--- config.mk ---
export PLATFORM = sky130hd
export DESIGN_NAME = sprite_collision_detect_flat
export DESIGN_NICKNAME = d
export VERILOG_FILES = /design/src/rtl/sprite_collision_detect_if.sv /design/src/rtl/sprite_collision_detect.sv /design/src/flat_wrapper.sv
export SDC_FILE = /design/constraint.sdc
export NUM_CORES = 2
export LEC_CHECK = 0
export BUFFER_PORTS_ARGS = -buffer_cell sky130_fd_sc_hd__buf_2
export CAP_MARGIN = 15
export CORE_ASPECT_RATIO = 0.5
export CORE_MARGIN = 2
export CORE_UTILIZATION = 35
export CTS_CLUSTER_SIZE = 10
export DETAILED_ROUTE_END_ITERATION = 12
export HOLD_SLACK_MARGIN = 0.12
export PLACE_DENSITY_LB_ADDON = 0.08
export SYNTH_ARGS = -nofsm -noshare
export SYNTH_HDL_FRONTEND = slang
export SYNTH_SLANG_ARGS = --single-unit
--- constraint.sdc ---
create_clock -name clk -period 37.9 [get_ports clk]
set_input_delay 11.37 -clock clk [delete_from_list [all_inputs] [get_ports clk]]
set_output_delay 11.37 -clock clk [all_outputs]
set_load 0.02 [all_outputs]
--- src/rtl/sprite_collision_detect_if.sv ---
// Snoop/dump bundle for sprite_collision_detect.
//  master: the line-engine/CPU side that drives the pixel snoop and vblank and
//          receives the collision RAM write port, the IRQ and busy.
//  slave : the collision detector.
//  line_start, pix_wr, pix_x[8:0], pix_index[4:0], vblank           -> detector
//  spritecollisionram_addr[6:0], _data[7:0], _wr, coll_irq, busy    <- detector
interface sprite_collision_detect_if;
  logic       line_start;
  logic       pix_wr;
  logic [8:0] pix_x;
  logic [4:0] pix_index;
  logic       vblank;
  logic [6:0] spritecollisionram_addr;
  logic [7:0] spritecollisionram_data;
  logic       spritecollisionram_wr;
  logic       coll_irq;
  logic       busy;

  modport master (
    output line_start, pix_wr, pix_x, pix_index, vblank,
    input  spritecollisionram_addr, spritecollisionram_data,
           spritecollisionram_wr, coll_irq, busy
  );

  modport slave (
    input  line_start, pix_wr, pix_x, pix_index, vblank,
    output spritecollisionram_addr, spritecollisionram_data,
           spritecollisionram_wr, coll_irq, busy
  );
endinterface

--- src/rtl/sprite_collision_detect.sv ---
// Sprite collision detector.
//  Snoops opaque sprite pixels, keeps a per-line owner buffer (512 x {valid,idx})
//  and flags pixels written by two different sprites. Per frame it accumulates a
//  hit bit and first partner per sprite; on vblank rise it writes 32 bytes
//  {hit, 2'b00, partner} into collision RAM and pulses coll_irq if any hit.
//  Ports: clk, reset (sync, active-low), bus (slave modport of
//  sprite_collision_detect_if: pixel snoop in, collision RAM/IRQ/busy out).
module sprite_collision_detect #(
  parameter int         LINE_MAX  = 352,
  parameter logic [6:0] COLL_BASE = 7'd0
) (
  input logic                      clk,
  input logic                      reset,
  sprite_collision_detect_if.slave bus
);
  localparam logic [8:0] LMAX = 9'(LINE_MAX);

  typedef enum logic {L_CLEAR, L_ACTIVE} line_st_t;
  typedef enum logic {D_IDLE, D_DUMP}    dump_st_t;

  function automatic logic [7:0] entry(input logic h, input logic [4:0] p);
    return {h, 2'b00, (h ? p : 5'd0)};
  endfunction

  // owner buffer
  logic [5:0] owner_mem [512];
  logic [5:0] owner_rd_q;
  logic       mem_we;
  logic [8:0] mem_wa;
  logic [5:0] mem_wd;

  line_st_t        line_st_q, line_st_d;
  logic [8:0]      clr_x_q, clr_x_d;
  logic            s1_vld_q, s1_vld_d;
  logic [8:0]      s1_x_q, s1_x_d;
  logic [4:0]      s1_idx_q, s1_idx_d;
  logic            fwd_q, fwd_d;
  logic [4:0]      fwd_idx_q, fwd_idx_d;
  logic [31:0]     accum_q, accum_d;
  logic [31:0][4:0] partner_q, partner_d;
  logic [31:0]     snap_q, snap_d;
  logic [31:0][4:0] spart_q, spart_d;
  dump_st_t        dump_st_q, dump_st_d;
  logic [5:0]      cnt_q, cnt_d;
  logic            vblank_q;
  logic            wr_q, wr_d;
  logic [6:0]      addr_q, addr_d;
  logic [7:0]      data_q, data_d;
  logic            irq_q, irq_d;

  logic            accept, prev_v, hit, vb_rise;
  logic [4:0]      prev_idx;
  logic [31:0]     acc_nxt;
  logic [31:0][4:0] part_nxt;

  // S1 compare: a same-x write from the stage ahead was not yet visible to the
  // read issued alongside it, so take its idx directly.
  always_comb begin
    accept   = (line_st_q == L_ACTIVE) && !bus.line_start && bus.pix_wr;
    prev_v   = fwd_q | owner_rd_q[5];
    prev_idx = fwd_q ? fwd_idx_q : owner_rd_q[4:0];
    hit      = s1_vld_q && prev_v && (prev_idx != s1_idx_q);
    vb_rise  = bus.vblank && !vblank_q;

    acc_nxt  = accum_q;
    part_nxt = partner_q;
    if (hit) begin
      if (!accum_q[s1_idx_q]) part_nxt[s1_idx_q] = prev_idx;
      if (!accum_q[prev_idx]) part_nxt[prev_idx] = s1_idx_q;
      acc_nxt[s1_idx_q] = 1'b1;
      acc_nxt[prev_idx] = 1'b1;
    end

    // single write port: clear sweep and pixel commit never overlap
    mem_we = s1_vld_q || (line_st_q == L_CLEAR);
    mem_wa = s1_vld_q ? s1_x_q : clr_x_q;
    mem_wd = s1_vld_q ? {1'b1, s1_idx_q} : 6'd0;
  end

  always_ff @(posedge clk) begin
    if (mem_we) owner_mem[mem_wa] <= mem_wd;
    owner_rd_q <= owner_mem[bus.pix_x];
  end

  // line FSM + S0 capture
  always_comb begin
    line_st_d = line_st_q;
    clr_x_d   = clr_x_q;
    case (line_st_q)
      L_CLEAR: begin
        if (bus.line_start)      clr_x_d = 9'd0;
        else if (clr_x_q == LMAX) line_st_d = L_ACTIVE;
        else                     clr_x_d = clr_x_q + 9'd1;
      end
      default: begin
        if (bus.line_start) begin
          line_st_d = L_CLEAR;
          clr_x_d   = 9'd0;
        end
      end
    endcase
    s1_vld_d  = accept;
    s1_x_d    = bus.pix_x;
    s1_idx_d  = bus.pix_index;
    fwd_d     = accept && s1_vld_q && (s1_x_q == bus.pix_x);
    fwd_idx_d = s1_idx_q;
  end

  // dump FSM; hits landing on the rise cycle are folded into the snapshot
  always_comb begin
    dump_st_d = dump_st_q;
    cnt_d     = cnt_q;
    snap_d    = snap_q;
    spart_d   = spart_q;
    accum_d   = acc_nxt;
    partner_d = part_nxt;
    wr_d      = 1'b0;
    addr_d    = 7'd0;
    data_d    = 8'd0;
    irq_d     = 1'b0;
    case (dump_st_q)
      D_IDLE: begin
        if (vb_rise) begin
          snap_d    = acc_nxt;
          spart_d   = part_nxt;
          accum_d   = '0;
          partner_d = '0;
          dump_st_d = D_DUMP;
          cnt_d     = 6'd1;
          wr_d      = 1'b1;
          addr_d    = COLL_BASE;
          data_d    = entry(acc_nxt[0], part_nxt[0]);
        end
      end
      default: begin
        if (cnt_q[5]) begin
          irq_d     = |snap_q;
          dump_st_d = D_IDLE;
        end else begin
          wr_d   = 1'b1;
          addr_d = COLL_BASE + 7'(cnt_q[4:0]);
          data_d = entry(snap_q[cnt_q[4:0]], spart_q[cnt_q[4:0]]);
          cnt_d  = cnt_q + 6'd1;
        end
      end
    endcase
  end

  always_ff @(posedge clk) begin
    if (!reset) begin
      line_st_q <= L_CLEAR;
      clr_x_q   <= '0;
      s1_vld_q  <= 1'b0;
      s1_x_q    <= '0;
      s1_idx_q  <= '0;
      fwd_q     <= 1'b0;
      fwd_idx_q <= '0;
      accum_q   <= '0;
      partner_q <= '0;
      snap_q    <= '0;
      spart_q   <= '0;
      dump_st_q <= D_IDLE;
      cnt_q     <= '0;
      vblank_q  <= 1'b0;
      wr_q      <= 1'b0;
      addr_q    <= '0;
      data_q    <= '0;
      irq_q     <= 1'b0;
    end else begin
      line_st_q <= line_st_d;
      clr_x_q   <= clr_x_d;
      s1_vld_q  <= s1_vld_d;
      s1_x_q    <= s1_x_d;
      s1_idx_q  <= s1_idx_d;
      fwd_q     <= fwd_d;
      fwd_idx_q <= fwd_idx_d;
      accum_q   <= accum_d;
      partner_q <= partner_d;
      snap_q    <= snap_d;
      spart_q   <= spart_d;
      dump_st_q <= dump_st_d;
      cnt_q     <= cnt_d;
      vblank_q  <= bus.vblank;
      wr_q      <= wr_d;
      addr_q    <= addr_d;
      data_q    <= data_d;
      irq_q     <= irq_d;
    end
  end

  assign bus.spritecollisionram_addr = addr_q;
  assign bus.spritecollisionram_data = data_q;
  assign bus.spritecollisionram_wr   = wr_q;
  assign bus.coll_irq                = irq_q;
  assign bus.busy                    = (line_st_q == L_CLEAR);
endmodule

--- src/flat_wrapper.sv ---
// flat-port wrapper written by rule: the top's interface ports become plain ports
module sprite_collision_detect_flat 
#(
  parameter int         LINE_MAX  = 352,
  parameter logic [6:0] COLL_BASE = 7'd0
)
  (clk, reset, bus_line_start, bus_pix_wr, bus_pix_x, bus_pix_index, bus_vblank, bus_spritecollisionram_addr, bus_spritecollisionram_data, bus_spritecollisionram_wr, bus_coll_irq, bus_busy);
  sprite_collision_detect_if bus_i ();
  input logic clk;
  input logic reset;
  input wire logic [$bits(bus_i.line_start)-1:0] bus_line_start;
  input wire logic [$bits(bus_i.pix_wr)-1:0] bus_pix_wr;
  input wire logic [$bits(bus_i.pix_x)-1:0] bus_pix_x;
  input wire logic [$bits(bus_i.pix_index)-1:0] bus_pix_index;
  input wire logic [$bits(bus_i.vblank)-1:0] bus_vblank;
  output wire logic [$bits(bus_i.spritecollisionram_addr)-1:0] bus_spritecollisionram_addr;
  output wire logic [$bits(bus_i.spritecollisionram_data)-1:0] bus_spritecollisionram_data;
  output wire logic [$bits(bus_i.spritecollisionram_wr)-1:0] bus_spritecollisionram_wr;
  output wire logic [$bits(bus_i.coll_irq)-1:0] bus_coll_irq;
  output wire logic [$bits(bus_i.busy)-1:0] bus_busy;
  assign bus_i.line_start = bus_line_start;
  assign bus_i.pix_wr = bus_pix_wr;
  assign bus_i.pix_x = bus_pix_x;
  assign bus_i.pix_index = bus_pix_index;
  assign bus_i.vblank = bus_vblank;
  assign bus_spritecollisionram_addr = bus_i.spritecollisionram_addr;
  assign bus_spritecollisionram_data = bus_i.spritecollisionram_data;
  assign bus_spritecollisionram_wr = bus_i.spritecollisionram_wr;
  assign bus_coll_irq = bus_i.coll_irq;
  assign bus_busy = bus_i.busy;
  sprite_collision_detect #(.LINE_MAX(LINE_MAX), .COLL_BASE(COLL_BASE)) u_core (.clk(clk), .reset(reset), .bus(bus_i));
endmodule
==> results by stage <==
Run status:
- The run finished with clean final reports.

Clock network:
- The CTS tree is yes.
- The number of instances resized during post-cts repair is 0.
- The number of clock buffers added by TritonCTS is just under 400.
- After clock tree synthesis, the clock-pin slew on the worst setup and hold paths is roughly 0.060 ns.
- The number of buffers inserted to repair setup after CTS is 0.
- The clock tree buffer depth is 4.
- The number of hold buffers added after CTS was 0.
- The root cell of the clock tree is sky130_fd_sc_hd__clkbuf_16.
- The later-pin clock latency in the skew report is 0.96 ns.
- The H-tree was split into 5 levels.
- The total number of clock tree sinks is about 3500.

Global route:
- The maximum number of pins on one net before global-route repair is approximately 180.
- The first global-routing pass estimated between 600000 and 700000 um of wire.
- For this run, the total global-route usage over all layers was measured as between 20% and 30%.
- The global-route met3 utilization is around 4.0%.
- The via count of the first global-routing pass is between 70000 and 80000.
- The total overflow left after global routing is 0.
- In this run the most used layer during global routing was met2.
- The met1 usage in global routing is a little over a third.
- Global routing consumed, on the met2 layer, between 30 and 40% of the routing resources.
- The number of antenna violations at the first check in global routing is 56.

Die:
- The I/O pin count is 37.
- The core footprint is between 300000 and 400000 um2.
- In this run the horizontal extent of the chip is just under 900 um.
- The die covers 402000 um2.
- The number of cell rows is about 160.
- The overall die height is between 400 and 500 um.
- The initial standard-cell utilization of the core is a little over a third.

STA:
- The maximum operating frequency is around 0.061 GHz.
- Hold is met by approximately 0.45 ns.
- The transition time at the pin with the least slew margin is between 1 and 1.5 ns.
- The worst path needs ~16 ns of the cycle, external delays included.
- The max-slew headroom at the worst pin is around an eighth.
- For the final routed database, the setup TNS stands at 0 ns.
- The clock arrives with slightly above 0.05 ns of skew.
- Setup slack on the critical path of the routed design comes to about 22 ns.
- Setup repair after global routing left no endpoint under its margin.
- Setup violations remaining at the end of the flow were counted as 0.
- The count of pins over their slew limit is 0.
- The final hold violation count is 0.
- The share of the clock period used by the worst path after layout is 42.9%.

Synth:
- By area the synthesized netlist is led by sky130_fd_sc_hd__edfxtp_1 (66%), sky130_fd_sc_hd__mux4_2 (12%), sky130_fd_sc_hd__dfxtp_1 (6.4%).
- Ranked by instance count, the synthesized netlist is headed by sky130_fd_sc_hd__edfxtp_1 (3072), sky130_fd_sc_hd__nor2_1 (905), sky130_fd_sc_hd__mux4_2 (750).
- The dominant register cell in the synthesized netlist is sky130_fd_sc_hd__edfxtp_1.
- The Yosys step of the flow raised 0 warnings.
- The count of flip-flops with a built-in enable after synthesis is 3072.
- Of the post-synthesis cell area, the dominant cell type holds between 60% and 70%.
- After synthesis, the netlist uses ~90 different library cells.
- The synthesized netlist cell count is roughly 8100.
- A synthesized cell averages 17.0 um2.
- The post-synthesis cell type with the largest combined area is sky130_fd_sc_hd__edfxtp_1.
- In this run the cell area of the synthesized design comes to approximately 140000 um2.
- The portion of the post-synthesis area used by sequential elements is 72.8%.
- The library cell with the highest instance count after synthesis is sky130_fd_sc_hd__edfxtp_1.
- Counting flops with an async set or reset pin after synthesis yields a share of 0%.
- The synthesized design contains 3513 register bits.

Placement:
- Once detailed placement completed, the half-perimeter wirelength came to 304000 um.
- The worst setup timing slack at the placement stage is roughly 20 ns.
- The number of buffer cells added on primary ports is 32.
- The congestion estimate from routability-driven global placement came to between 0.8 and 0.9.

Detailed routing:
- In this run, the number of DRC markers left after iteration 0 of detailed routing was roughly 11000.
- The post-route antenna net violation count is 0.
- For this block, the routed nets add up to between 400000 and 500000 um of wire.
- In the final routed layout, each cell accounts on average for 36.2 um.
- The via density per instance is between 5 and 6.
- Summing over every cut layer, the via total after detailed routing is around 80000.
- The DRC violation count after routing is 0.
- The number of iterations in the first detailed-routing pass is 6.

Worst setup path:
- For the worst flop-to-flop path, the logic depth is 6.
- The worst register-to-register path has a setup slack of 32.25 ns.
- The critical path data required time is roughly 39 ns.
- STA classifies the critical path endpoint as a register.
- In this run the critical register-to-register path is captured at u_core.owner_mem[152][2].
- The worst register-to-register path begins at u_core.fwd_idx_d[2].
- Tracing the worst setup path back leads to its startpoint at bus_pix_x[0].
- The slowest stage of the critical path belongs to the cell sky130_fd_sc_hd__buf_4.
- The worst setup path is launched from a primary input.
- In this design, the stage delay of the slowest critical-path cell is approximately 0.80 ns.
- The critical path is of the primary input to register type.
- Data arrives at the worst endpoint at 17.11 ns.
- In this run the worst path has a maximum fanout of 56.
- Among the stages of the critical path, the cell type that occurs most often is sky130_fd_sc_hd__buf_4.
- The critical path buffer and inverter count is 6.
- The critical path goes through buf_12 -> buf_4 -> buf_4 -> buf_4 -> buf_4 -> nor2b_4 -> buf_4 -> nand2_1 -> o32ai_1 -> nor4_1 -> o21ai_0 -> o21ai_0 -> nand4_1 -> a32o_1.
- The kind of cell with the highest combined delay along the critical path is buffers and inverters.

Cells and area:
- The final core area utilization is about two fifths.
- Cells with a size suffix above 1 make up about a fifth of the layout.
- The layout has between 30000 and 40000 filler cells.
- Summing all multi-input logic gate instances after layout gives around 36000 um2.
- Summing all flip-flop and latch instances after layout gives around 100000 um2.
- After the last flow step, the layout net total stands at between 8000 and 9000.
- The relative area change from synthesis to final layout is 12.8%.

Worst hold path:
- Along the worst hold path, the cell count comes to 2.
- The class of the worst hold path is register to register.
- The hold path startpoint is u_core.spart_q[39].
- The worst hold path terminates at u_core.spart_q[39].

Power and ir drop:
- The maximum VDD drop is 37.2 uV.
- Summing internal, switching and leakage power gives around 8.0 mW.
- For this design the ratio of total power to cell area is 50.8 nW/um2.
- Summed over all cells, the static leakage comes to 43.1 nW.

Flow run:
- The reported max-cap violation count is 0.
[area by class of cell]
cell class	instances	area share, %
timing repair buffer	277	1.38
inverter	21	0.0567
multi-input combinational	4046	22.9
antenna	10	0.0160
tap	5280	4.22
sequential	3513	64.6
clock inverter	21	0.159
clock buffer	510	6.73
[placed cells by master, fill, tap and decap left out, types with 19 or more instances in the layout]
cell type,instances
sky130_fd_sc_hd__o31ai_1,42
sky130_fd_sc_hd__mux2_2,65
sky130_fd_sc_hd__nor2_1,888
sky130_fd_sc_hd__and2_1,25
sky130_fd_sc_hd__o32ai_1,21
sky130_fd_sc_hd__mux4_2,750
sky130_fd_sc_hd__buf_2,29
sky130_fd_sc_hd__a22oi_1,59
sky130_fd_sc_hd__a32oi_1,25
sky130_fd_sc_hd__dfxtp_1,437
sky130_fd_sc_hd__a211oi_1,40
sky130_fd_sc_hd__a21oi_1,177
sky130_fd_sc_hd__nand3_1,58
sky130_fd_sc_hd__nand2_1,498
sky130_fd_sc_hd__nand4_1,19
sky130_fd_sc_hd__o22ai_1,204
sky130_fd_sc_hd__mux2i_1,176
sky130_fd_sc_hd__a221oi_1,60
sky130_fd_sc_hd__o21ai_0,316
sky130_fd_sc_hd__nor4_1,23
sky130_fd_sc_hd__nand2_4,20
sky130_fd_sc_hd__xnor2_1,20
sky130_fd_sc_hd__edfxtp_1,3072
sky130_fd_sc_hd__clkbuf_1,105
sky130_fd_sc_hd__buf_4,234
sky130_fd_sc_hd__a31oi_1,59
sky130_fd_sc_hd__nor3_1,92
sky130_fd_sc_hd__a22o_1,33
sky130_fd_sc_hd__o221ai_1,34
sky130_fd_sc_hd__clkbuf_16,405
[flip-flops by register name, summed over array words and instances (netlist names), 5 cells and up]
signal,flops
u_core.snap_q,32
u_core.fwd_idx_q,5
u_core.fwd_idx_d,5
u_core.clr_x_q,9
u_core.spart_q,160
u_core.s1_x_q,9
u_core.cnt_q,6
u_core.partner_q,160
u_core.bus.spritecollisionram_data,6
u_core.owner_rd_q,6
u_core.bus.spritecollisionram_addr,5
u_core.accum_q,32
u_core.owner_mem,3072
[cell families (layout without fill, tap and decap cells)]
group                    after synthesis  count (layout)  share of synthesized area (%)
multiplexers                         991             991                           14.0
buffers and inverters                585             829                           1.75
other                                  1              14                        0.00270
XOR/XNOR                              25              25                          0.158
flip-flops                          3513            3513                           72.8
AO/OA/AOI/OAI                       1232            1232                           5.84
adder cells (fa/ha/maj)                3               3                         0.0270
AND/OR/NAND/NOR                     1791            1791                           5.44
[where the power goes]
group	internal (mW)	switching, mW	total, mW	leakage (nW)
clock network	1.92	1.54	3.46	5.24
registers	4.15	0.00987	4.16	27.3
logic	0.0837	0.252	0.336	10.6
total	6.15	1.80	7.96	43.1
[worst reg2reg max path, cell delays in order, from the launching register on]
cell and delay, ns:
sky130_fd_sc_hd__dfxtp_1 0.30, sky130_fd_sc_hd__buf_4 0.46, sky130_fd_sc_hd__and2_4 0.86, sky130_fd_sc_hd__buf_4 0.71
sky130_fd_sc_hd__buf_4 0.98, sky130_fd_sc_hd__buf_4 1.06, sky130_fd_sc_hd__buf_4 0.90
[worst max-delay path by stage]
stage	cells past startpoint	slack [ns]	end
finish	14	21.63	u_core.owner_rd_q[0]
global route	14	21.25	u_core.owner_rd_q[0]
CTS	14	21.50	u_core.owner_rd_q[0]
detailed placement	14	20.47	u_core.owner_rd_q[0]
global placement	14	20.27	u_core.owner_rd_q[0]
floorplan	3	22.66	u_core.owner_mem[0][2]
[stage by stage]
stage               std cells  cell area (um2)
floorplan                8144           139000
global placement        13100           146000
detailed placement      13100           146000
CTS                     13700           157000
global route            13700           157000
finish                  13700           157000
[per-layer routing]
layer  vias up  routed length, um
met3       677              35700
met2      3309             228000
met5         -                 84
li1      32700                  -
met1     43200             219000
met4         8              12900
No activity file was read; power rests on OpenSTA's default activity.
